## config.mk

```make
export PLATFORM = sky130hd
export DESIGN_NAME = multi_step_gen
export DESIGN_NICKNAME = d
export VERILOG_FILES = /design/src/rtl/multi_step_gen.sv
export SDC_FILE = /design/constraint.sdc
export NUM_CORES = 1
export LEC_CHECK = 0
export ABC_AREA = 1
export CORE_MARGIN = 2
export CORE_UTILIZATION = 45
export DETAILED_ROUTE_END_ITERATION = 10
export GPL_ROUTABILITY_DRIVEN = 0
export SYNTH_ARGS = -nofsm -noshare
export SYNTH_HDL_FRONTEND = slang
export SYNTH_SLANG_ARGS = --single-unit
```

## constraint.sdc

```tcl
create_clock -name clk -period 3.45 [get_ports clk]
set_clock_uncertainty 0.1 [all_clocks]
set_input_delay 0.5175 -clock clk [delete_from_list [all_inputs] [get_ports clk]]
set_output_delay 0.5175 -clock clk [all_outputs]
set_load 0.005 [all_outputs]
```

## src/rtl/multi_step_gen.sv

```systemverilog
// Multi-channel step/direction pulse generator with direction setup,
// one-deep request buffering and a signed position counter per channel.
module multi_step_gen #(
  parameter int CHANNELS = 4,
  parameter int CNT_W    = 16,
  parameter int POS_W    = 32,
  parameter bit STEP_POL = 1'b1
) (
  input  logic                      clk,
  input  logic                      reset_n,
  input  logic [CNT_W-1:0]          pre_n,
  input  logic [CNT_W-1:0]          pulse_n,
  input  logic [CNT_W-1:0]          post_n,
  input  logic [CNT_W-1:0]          dir_setup_n,
  input  logic [CHANNELS-1:0]       step_stb,
  input  logic [CHANNELS-1:0]       step_dir,
  input  logic [CHANNELS-1:0]       pos_load,
  input  logic [POS_W-1:0]          pos_load_val,
  output logic [CHANNELS-1:0]       step,
  output logic [CHANNELS-1:0]       dir,
  output logic [CHANNELS-1:0]       busy,
  output logic [CHANNELS-1:0]       missed,
  output logic [CHANNELS*POS_W-1:0] pos
);

  typedef enum logic [1:0] {
    IDLE   = 2'd0,
    DIRSET = 2'd1,
    RUN    = 2'd2
  } state_e;

  localparam logic [CNT_W-1:0] C_ONE = CNT_W'(1);
  localparam logic [POS_W-1:0] P_ONE = POS_W'(1);

  for (genvar g = 0; g < CHANNELS; g++) begin : g_ch
    state_e           st_q, st_d;
    logic [CNT_W-1:0] cnt_q, cnt_d;
    logic [CNT_W-1:0] pre_q, pre_d;
    logic [CNT_W-1:0] pulse_q, pulse_d;
    logic [CNT_W-1:0] post_q, post_d;
    logic [CNT_W-1:0] setup_q, setup_d;
    logic             pend_q, pend_d;
    logic             pdir_q, pdir_d;
    logic             dir_q, dir_d;
    logic             act_q, act_d;
    logic             miss_q, miss_d;
    logic [POS_W-1:0] pos_q, pos_d;
    logic             done;
    logic             start;
    logic             sdir;

    always_comb begin
      st_d    = st_q;
      cnt_d   = cnt_q;
      pre_d   = pre_q;
      pulse_d = pulse_q;
      post_d  = post_q;
      setup_d = setup_q;
      pend_d  = pend_q;
      pdir_d  = pdir_q;
      dir_d   = dir_q;
      miss_d  = 1'b0;
      pos_d   = pos_q;
      start   = 1'b0;
      sdir    = step_dir[g];
      done    = (st_q == RUN) && (cnt_q >= post_q);
      act_d   = (st_q == RUN) && (cnt_q >= pre_q)
                && (cnt_q < pulse_q);

      unique case (st_q)
        IDLE:   start = step_stb[g];
        DIRSET: begin
          cnt_d = cnt_q + C_ONE;
          if (cnt_q >= setup_q) begin
            st_d  = RUN;
            cnt_d = C_ONE;
          end
        end
        RUN:    cnt_d = cnt_q + C_ONE;
        default: begin
          st_d  = IDLE;
          cnt_d = '0;
        end
      endcase

      // The buffered request goes first; a same-edge strobe refills it.
      if (done) begin
        if (pend_q) begin
          start  = 1'b1;
          sdir   = pdir_q;
          pend_d = step_stb[g];
          pdir_d = step_dir[g];
        end else if (step_stb[g]) begin
          start = 1'b1;
        end else begin
          st_d  = IDLE;
          cnt_d = '0;
        end
      end else if (st_q != IDLE && step_stb[g]) begin
        if (!pend_q) begin
          pend_d = 1'b1;
          pdir_d = step_dir[g];
        end else begin
          miss_d = 1'b1;
        end
      end

      if (start) begin
        pre_d   = pre_n;
        pulse_d = pulse_n;
        post_d  = post_n;
        setup_d = dir_setup_n;
        dir_d   = sdir;
        cnt_d   = C_ONE;
        if (sdir != dir_q && dir_setup_n != '0) st_d = DIRSET;
        else                                    st_d = RUN;
      end

      // A rising step counts in the direction it was issued with.
      if (pos_load[g])          pos_d = pos_load_val;
      else if (act_d && !act_q) pos_d = dir_q ? pos_q + P_ONE
                                              : pos_q - P_ONE;
    end

    always_ff @(posedge clk or negedge reset_n) begin
      if (!reset_n) begin
        st_q    <= IDLE;
        cnt_q   <= '0;
        pre_q   <= '0;
        pulse_q <= '0;
        post_q  <= '0;
        setup_q <= '0;
        pend_q  <= 1'b0;
        pdir_q  <= 1'b0;
        dir_q   <= 1'b0;
        act_q   <= 1'b0;
        miss_q  <= 1'b0;
        pos_q   <= '0;
      end else begin
        st_q    <= st_d;
        cnt_q   <= cnt_d;
        pre_q   <= pre_d;
        pulse_q <= pulse_d;
        post_q  <= post_d;
        setup_q <= setup_d;
        pend_q  <= pend_d;
        pdir_q  <= pdir_d;
        dir_q   <= dir_d;
        act_q   <= act_d;
        miss_q  <= miss_d;
        pos_q   <= pos_d;
      end
    end

    assign step[g]   = STEP_POL ? act_q : ~act_q;
    assign dir[g]    = dir_q;
    assign busy[g]   = (st_q != IDLE);
    assign missed[g] = miss_q;
    assign pos[g*POS_W +: POS_W] = pos_q;
  end

endmodule

```

* Yosys cells after proc, flatten, opt, wreduce, memory -nomap -nowiden
Index checks and enable logic that the tools add are counted.
** Cells by class
- Equal/unequal tests :: 16
- $add $sub $neg :: 12
- Muxes and demuxes :: 124
- Reduce and logical (&&, ||, !) cells :: 53
- Magnitude comparators :: 16
** Operators by type and width (number)
- 32-bit 2-to-1 mux :: 12
- 16-bit 2-to-1 mux :: 20
- 16-bit greater-or-equal comparator :: 12
- 16-bit case mux with 3 select lines :: 4
- 32-bit by 1-bit adder with 32-bit output, second input constant :: 4
- 32-bit by 1-bit subtractor with 32-bit output, second input constant :: 4
- 16-bit by 1-bit adder with 16-bit output, second input constant :: 4
- 16-bit less-than comparator :: 4
- 1-bit 2-to-1 mux :: 60
- 2-bit 2-to-1 mux :: 24
- 1-bit logical AND :: 24
- 2-bit nonzero test :: 12
- 2-bit case mux with 2 select lines :: 4
- 16-bit nonzero test :: 1
- 2-bit by 1-bit equality test with 1-bit output, second input constant :: 4
- 2-bit equality test, second input constant :: 4
- 2-bit zero test :: 4
- 2-bit != test, second input constant :: 4
- 2-bit AND reduction :: 4
- 2-bit OR reduction :: 4
- 1-bit zero test :: 4
- 1-bit != test :: 4
** Word-level totals
- Bits in registers :: 476

* Depth between registers and ports, before layout
Gate-level depths: netlist (run 1).
- Word-level depth :: 7
- Depth in mapped cells :: 18
- Mapped depth without buffers :: 17

* Least setup slack after synthesis (run 1)
No wires, ideal clock.
- Kind :: reg2reg
- Start :: reg g_ch[2].dir_q
- End :: reg g_ch[2].pos_q[29]
- Setup slack :: 797 ps
- Library setup time :: 117 ps
- Arrival :: 2436 ps
- Stages on the path, launching flop included :: 13
- Path through :: dfrtp_1 inv_1 ha_1 a21oi_1 nand2_1 a21oi_1 o21ai_0 nand2_1 nand3_1 nand3_1 nand2_1 nand2_1 nand2_1
** Between the ends
- Cells in the longest elaborated chain, start to end :: 3
** Ends and longest elaborated chain
- start: declaration :: RTL line 44 : logic dir_q, dir_d;
- start signal: assignment :: RTL line 148 : dir_q <= dir_d;
- 32-bit 2-to-1 mux (2 in a row) :: RTL line 121 : else if (act_d && !act_q) pos_d = dir_q ? pos_q + P_ONE
- 32-bit 2-to-1 mux :: RTL line 120 : if (pos_load[g]) pos_d = pos_load_val;
- end signal: assignment :: RTL line 151 : pos_q <= pos_d;
- end: declaration :: RTL line 47 : logic [POS_W-1:0] pos_q, pos_d;
No other way between the ends. The select of a mux whose other input is x is not followed.
A chain may end at the register's enable or synchronous reset.

* Worst setup path after layout (run 1)
- Start :: reg g_ch[1].dir_q
- End :: reg g_ch[1].pos_q[29]
** Between the ends
- Cells in the longest elaborated chain, start to end :: 3
** Ends and longest elaborated chain (RTL line)
- start: declaration :: 44
- start signal: assignment :: 148
- 32-bit 2-to-1 mux (2 in a row) :: 121
- 32-bit 2-to-1 mux :: 120
- end signal: assignment :: 151
- end: declaration :: 47
No other way between the ends. The select of a mux whose other input is x is not followed.

==> results of run 1 <==
==> synth_stat cells, drive strengths merged (50+ instances only) <==
cell	instances
o21ai	471
nor2	245
nand4	51
a21oi	328
nand2	1597
xnor2	50
ha	376
xor2	60
buf	82
nor3	50
clkbuf	63
dfrtp	476
inv	644
nand3	381
==> cell families after synthesis <==
kind of cell / synth area share, %
XOR/XNOR: 2.73
AO/OA/AOI/OAI: 13.0
flip-flops: 33.7
AND/OR/NAND/NOR: 28.0
adder cells (fa/ha/maj): 13.6
buffers and inverters: 9.00
==> worst register-to-register path, stage by stage (launching register included) <==
cell     delay [ns]
dfrtp_1        0.37
inv_1          0.15
buf_4          0.41
ha_1           0.42
a21oi_1        0.21
nand2_1        0.14
a21oi_1        0.28
o21ai_0        0.30
nand2_1        0.18
nand3_1        0.09
nand3_1        0.09
nand2_1        0.06
nand2_1        0.05
nand2_1        0.06
==> where the power goes <==
group	switching (mW)	total [mW]	internal (mW)
registers	2.02	9.93	7.91
clock network	2.73	6.70	3.97
logic	15.0	24.4	9.40
==> cell usage in the layout (no fill, tap or decap), drive strengths merged, types with 11 or more instances in the layout <==
cell type	Yosys	final
nand2	1597	1597
inv	644	646
dfrtp	476	476
o21ai	471	471
nand3	381	381
ha	376	376
a21oi	328	328
clkdlybuf4s50	0	252
nor2	245	245
buf	82	70
clkbuf	63	69
xor2	60	60
nand4	51	51
xnor2	50	50
nor3	50	50
nand3b	26	26
o21bai	21	21
nor4	17	17
clkinv	0	15
o211ai	11	11
==> area by class of cell <==
class	instances	share of cell area, %
repair buffers	323	7.84
multi-input cells	3747	49.2
clock inverters	37	1.23
diodes	5	0.0304
inverters	644	5.87
flip-flops and latches	476	28.9
clock buffers	69	3.77
well taps	1040	3.16
==> sequential cells by signal, indices dropped and copies added (netlist names), 8 cells and up <==
| name | count |
|---|---|
| g_ch.cnt_q | 64 |
| g_ch.pre_q | 64 |
| g_ch.setup_q | 64 |
| g_ch.st_q | 8 |
| g_ch.pos_q | 128 |
| g_ch.post_q | 64 |
| g_ch.pulse_q | 64 |
==> metal layers <==
layer	share of wire [%]	vias to the layer above	wire length, um
met1	44	15700	53500
met4	3.6	12	4310
met3	7.5	214	9040
li1	-	16800	-
met2	45	1170	54200
met5	0.064	-	77
==> per-stage QoR <==
| step | hold slack (ns) | instance area (um2) | setup WS [ns] | cells |
|---|---|---|---|---|
| after floorplan | 0.122 | 35300 | 0.797 | 5012 |
| after global placement | 0.366 | 39100 | 0.560 | 6229 |
| after detailed placement | 0.372 | 39100 | 0.528 | 6229 |
| after CTS | 0.325 | 41200 | 0.515 | 6336 |
| after global routing | 0.348 | 41200 | 0.231 | 6336 |
| final | 0.314 | 41200 | 0.434 | 6341 |
==> repair_timing <==
action,CTS,global route
endpoints found under the hold margin,50,0
setup endpoints to repair,0,0
hold buffers,1,0
==> how the worst min path moves through the flow <==
stage                                   from                 end
after global routing                 reset_n    g_ch[0].pos_q[8]
after floorplan                      reset_n       g_ch[0].act_q
after CTS                            reset_n    g_ch[0].pos_q[8]
after detailed placement  g_ch[2].post_q[14]  g_ch[2].post_q[14]
final                                reset_n    g_ch[0].pos_q[8]
after global placement    g_ch[0].post_q[13]  g_ch[0].post_q[13]
==> run metrics, run 1 <==
outcome completed; cell taking the most area after synthesis dfrtp_1; Tot GR Track Use 29.8%; final hold viol count 0; DR vias/cell 5.36; PortBufs 253; initial antenna violation count 13; Post-CTS Resized 0; CTS H-tree lvls 2; Worst Path Required 3.88 ns; synthesized instance count 5,012; GR Util met2 47.8%; Lkg Pwr 21.5 nW; most numerous cell on the critical path nand2_1; RR Endpoint g_ch[1].pos_q[29]; clk buf depth 3; GRT Residual Overflow 0; Die Width 284 um; met1 global-route usage 41.2%; Synth top area share 33.7%; maxcap violations 0; busiest grt layer met2; CP max FO 31; first-pass GRT wire length 187 mm; Post-synth EDFFs 0; ys flop type dfrtp_1; Fillers 7,847; Critical Path AT 3.45 ns; layout net count 5,739; Final TNS setup 0 ns; Worst-Margin Slew 0.731 ns; max_slew headroom 51.1%; Area growth syn-to-layout 16.6%; maximum clock rate 332 MHz; fraction of layout cells with a size suffix above 1 4.25%; worst reg-to-reg path cell count 13; RSZ-0062 raised after global routing no; yosys warns 0; CP startpoint kind register; period utilisation layout 87.4%; synthesized area per cell 7.04 um2; final wirelength 121 mm; core region area 0.0776 mm2; pwr dens 996 mW/mm2; worst-path cell chain inv_1 -> buf_4 -> ha_1 -> a21oi_1 -> nand2_1 -> a21oi_1 -> o21ai_0 -> nand2_1 -> nand3_1 -> nand3_1 -> nand2_1 -> nand2_1 -> nand2_1; worst setup path end g_ch[1].pos_q[29]; antenna viol nets, final 0; Wirelength per Cell 19.1 um; Starting Density 45.5%; Crit. Startpoint g_ch[1].dir_q; largest net degree at the start of global routing 73; synth top area cells dfrtp_1 (34%), nand2_1 (17%), ha_1 (13%); CP peak stage delay 0.41 ns; total power 41.0 mW; DIE AREA 0.0807 mm2; IO Pins 254; Final min period 3.02 ns; CP Capture Type register; FF-to-FF Start g_ch[1].dir_q; number of remaining DRC errors 0; sequential share of the synthesized area 33.7%; DIE HEIGHT 284 um; CTS Buf Count 57; Critical-path top delay cell buf_4; cell area after synthesis 0.0353 mm2; Synth cell types 44; R2R Setup Slk 0.43 ns; crit-path leading delay family compound AO/OA/AOI/OAI gates; clock sink total 476; final core utilization 53.1%; clock-pin slew on the worst setup and hold paths 0.06 ns; Post-CTS Setup Repair Bufs 0; WP buf/inv 2; DR vias 34,000; row count 102; Register Area 0.0119 mm2; WP depth 13; Seq cells post-synth 476; Syn Nets 5,502; CTS tree yes; drt pass-1 iters 8; CP Class reg -> reg; initial DRC count 3,048; clk_lat worst skew 0.65 ns; asr flop ratio synth 100%; worst hold path type in -> async; DP Wirelength 91.4 mm; root buf cell clkbuf_16; Setup Viol. Count Final 0; max-slew violations 0; Peak supply drop 0.596 mV; GR Util met3 4.66%; number of global-route vias before repair 31,800; area occupied by multi-input gates 0.0202 mm2
(Power assumes the default switching activity.)
==> run 2: changes to the inputs <==
Settings changed: CTS_BUF_LIST from default to sky130_fd_sc_hd__clkbuf_4 sky130_fd_sc_hd__clkbuf_8, GPL_TIMING_DRIVEN from default to 1.
==> run 2 against run 1 <==
  * Utilization fell by 0.087 points
  * First-iteration DRC count decreased by 1.8%
  * Die area stayed put
  * Cell area decreased by 0.16%
  * Worst hold slack lost 0.076 ns
  * Register-to-register slack improved by 0.02 ns
  * Combinational power is essentially flat
  * Sequential share of layout area about the same
  * Power down 1.3%
  * Flip-flop and latch count is the same
  * Fmax is 0.63% higher
  * Worst setup slack better by 0.019 ns
  * Largest cell class unchanged
  * Largest power group unchanged
==> run metrics, run 2 (same netlist as run 1, synthesis figures left out) <==
Die Width 284 um; placed cells 6,229; CP Class reg -> reg; final wirelength 121 mm; initial DRC count 2,994; Place WS 0.528 ns; worst reg-to-reg path cell count 13; pwr dens 985 mW/mm2; Net Sw Power 19.6 mW; Final min period 3.00 ns; outcome completed; Setup Viol. Count Final 0; GRT Residual Overflow 0; root buf cell clkbuf_8; Critical Path AT 3.49 ns; commonest non-fill, non-tap cell in the layout nand2_1; final setup margin 0.453 ns; CP startpoint kind register; Net Sw Frac 48.5%; max-slew violations 0; clk buf depth 3; R2R Setup Slk 0.45 ns; FF-to-FF Start g_ch[1].dir_q; drt pass-1 iters 6; final non-filler cell total 6,398; Clock Power Share 15.3%; layout net count 5,771; DIE HEIGHT 284 um; RR Endpoint g_ch[1].pos_q[29]; initial antenna violation count 13; CTS Buf Count 89; core region area 0.0776 mm2; Final TNS setup 0 ns; final hold viol count 0; sequential share of power 24.5%; Wirelength per Cell 19.0 um; Placed Area 0.0391 mm2; max_slew headroom 52.0%; Post-CTS Setup Repair Bufs 0; number of remaining DRC errors 0; DIE AREA 0.0807 mm2; number of global-route vias before repair 32,100; P_int 20.8 mW; largest net degree at the start of global routing 73; CP Capture Type register; DP Wirelength 91.4 mm; clock sink total 476; Largest register FFs 128; Biggest register g_ch.pos_q; RSZ-0062 raised after global routing no; fraction of layout cells with a size suffix above 1 5.31%; CTS tree yes; clk_lat worst skew 0.73 ns; Tot GR Track Use 29.9%; first-pass GRT wire length 188 mm; Combinational Power Share 60.2%; row count 102; maxcap violations 0; period utilisation layout 86.9%; Worst-Margin Slew 0.717 ns; commonest non-fill, non-tap cells in the layout nand2_1 (1,583), inv_1 (636), dfrtp_1 (476), o21ai_0 (446), nand3_1 (381); Worst Path Required 3.94 ns; PortBufs 253; Lkg Pwr 21.6 nW; maximum clock rate 334 MHz; clock-pin slew on the worst setup and hold paths 0.06 ns; CTS H-tree lvls 3; DR vias 34,100; antenna viol nets, final 0; worst hold path type in -> async; Peak supply drop 0.381 mV; IO Pins 254; final core utilization 53.0%; Fillers 7,844; CP max FO 31; Non-Filler Cell Area, Final 0.0411 mm2; DR vias/cell 5.33; Area growth syn-to-layout 16.4%; Starting Density 45.5%
-- run 2: cell types whose count changed in the layout (fill, tap and decap cells not counted) --
cell,previous run,this run
inv_8,0,1
clkbuf_8,8,115
clkbuf_4,0,29
clkbuf_16,57,0
clkinv_8,0,1
diode_2,5,7
clkbuf_1,4,0
clkinvlp_4,10,1
bufinv_16,10,3
inv_16,2,0
inv_6,0,1
clkinv_4,4,0
clkinv_2,11,10
-- run 2: worst max-delay path, stage by stage (launching register included) --
cell	delay, ns
dfrtp_1	0.37
inv_1	0.16
buf_4	0.42
ha_1	0.39
a21oi_1	0.21
nand2_1	0.14
a21oi_1	0.27
o21ai_0	0.29
nand2_1	0.18
nand3_1	0.08
nand3_1	0.09
nand2_1	0.06
nand2_1	0.05
nand2_1	0.06
-- run 2: final cells by class --
class	instances	area [um2]	area share [%]
multi-input combinational	3747	20200	49.2
sequential	476	11900	29.0
timing repair buffer	323	3230	7.85
inverter	644	2420	5.88
clock buffer	144	1800	4.38
tap	1040	1300	3.17
clock inverter	17	184	0.447
antenna	7	17.5	0.0426
-- run 2: worst max path at each step --
| stage | from | endpoint | slack [ns] | cells past startpoint |
|---|---|---|---|---|
| CTS | g_ch[1].dir_q | g_ch[1].pos_q[29] | 0.52 | 13 |
| detailed placement | g_ch[1].dir_q | g_ch[1].pos_q[29] | 0.53 | 13 |
| finish | g_ch[1].dir_q | g_ch[1].pos_q[29] | 0.45 | 13 |
| global route | g_ch[2].dir_q | g_ch[2].pos_q[27] | 0.24 | 13 |
| global placement | g_ch[1].dir_q | g_ch[1].pos_q[29] | 0.56 | 13 |
| floorplan | g_ch[2].dir_q | g_ch[2].pos_q[29] | 0.80 | 12 |
-- run 2: power by group through the flow --
stage          Clock, mW  Sequential, mW  Combinational [mW]
6_report            6.18            9.92                24.4
4_1_cts             6.31            9.90                24.1
3_5_place_dp           0            9.95                24.0
3_3_place_gp           0            9.95                23.7
5_1_grt             6.56            10.2                27.7
2_1_floorplan          0            9.32                17.1
-- run 2: repair_timing --
action | CTS | global route
hold endpoints to repair | 50 | 0
hold buffers | 1 | 0
resized for setup | 0 | 0
-- run 2: layer usage --
metal | global-route usage, % | part of all wire, % | wire length [um] | up-vias
li1 | - | - | - | 16900
met1 | 40.9 | 44 | 53800 | 15800
met2 | 47.7 | 45 | 54200 | 1196
met3 | 5.72 | 7.4 | 9010 | 227
met4 | 9.80 | 3.6 | 4390 | 12
met5 | 0.595 | 0.096 | 117 | -
-- run 2: stage by stage --
stage	hold WS, ns	power [mW]
after floorplan	0.122	26.4
after global placement	0.366	33.7
after detailed placement	0.372	33.9
after CTS	0.233	40.3
after global routing	0.259	44.5
final	0.238	40.5
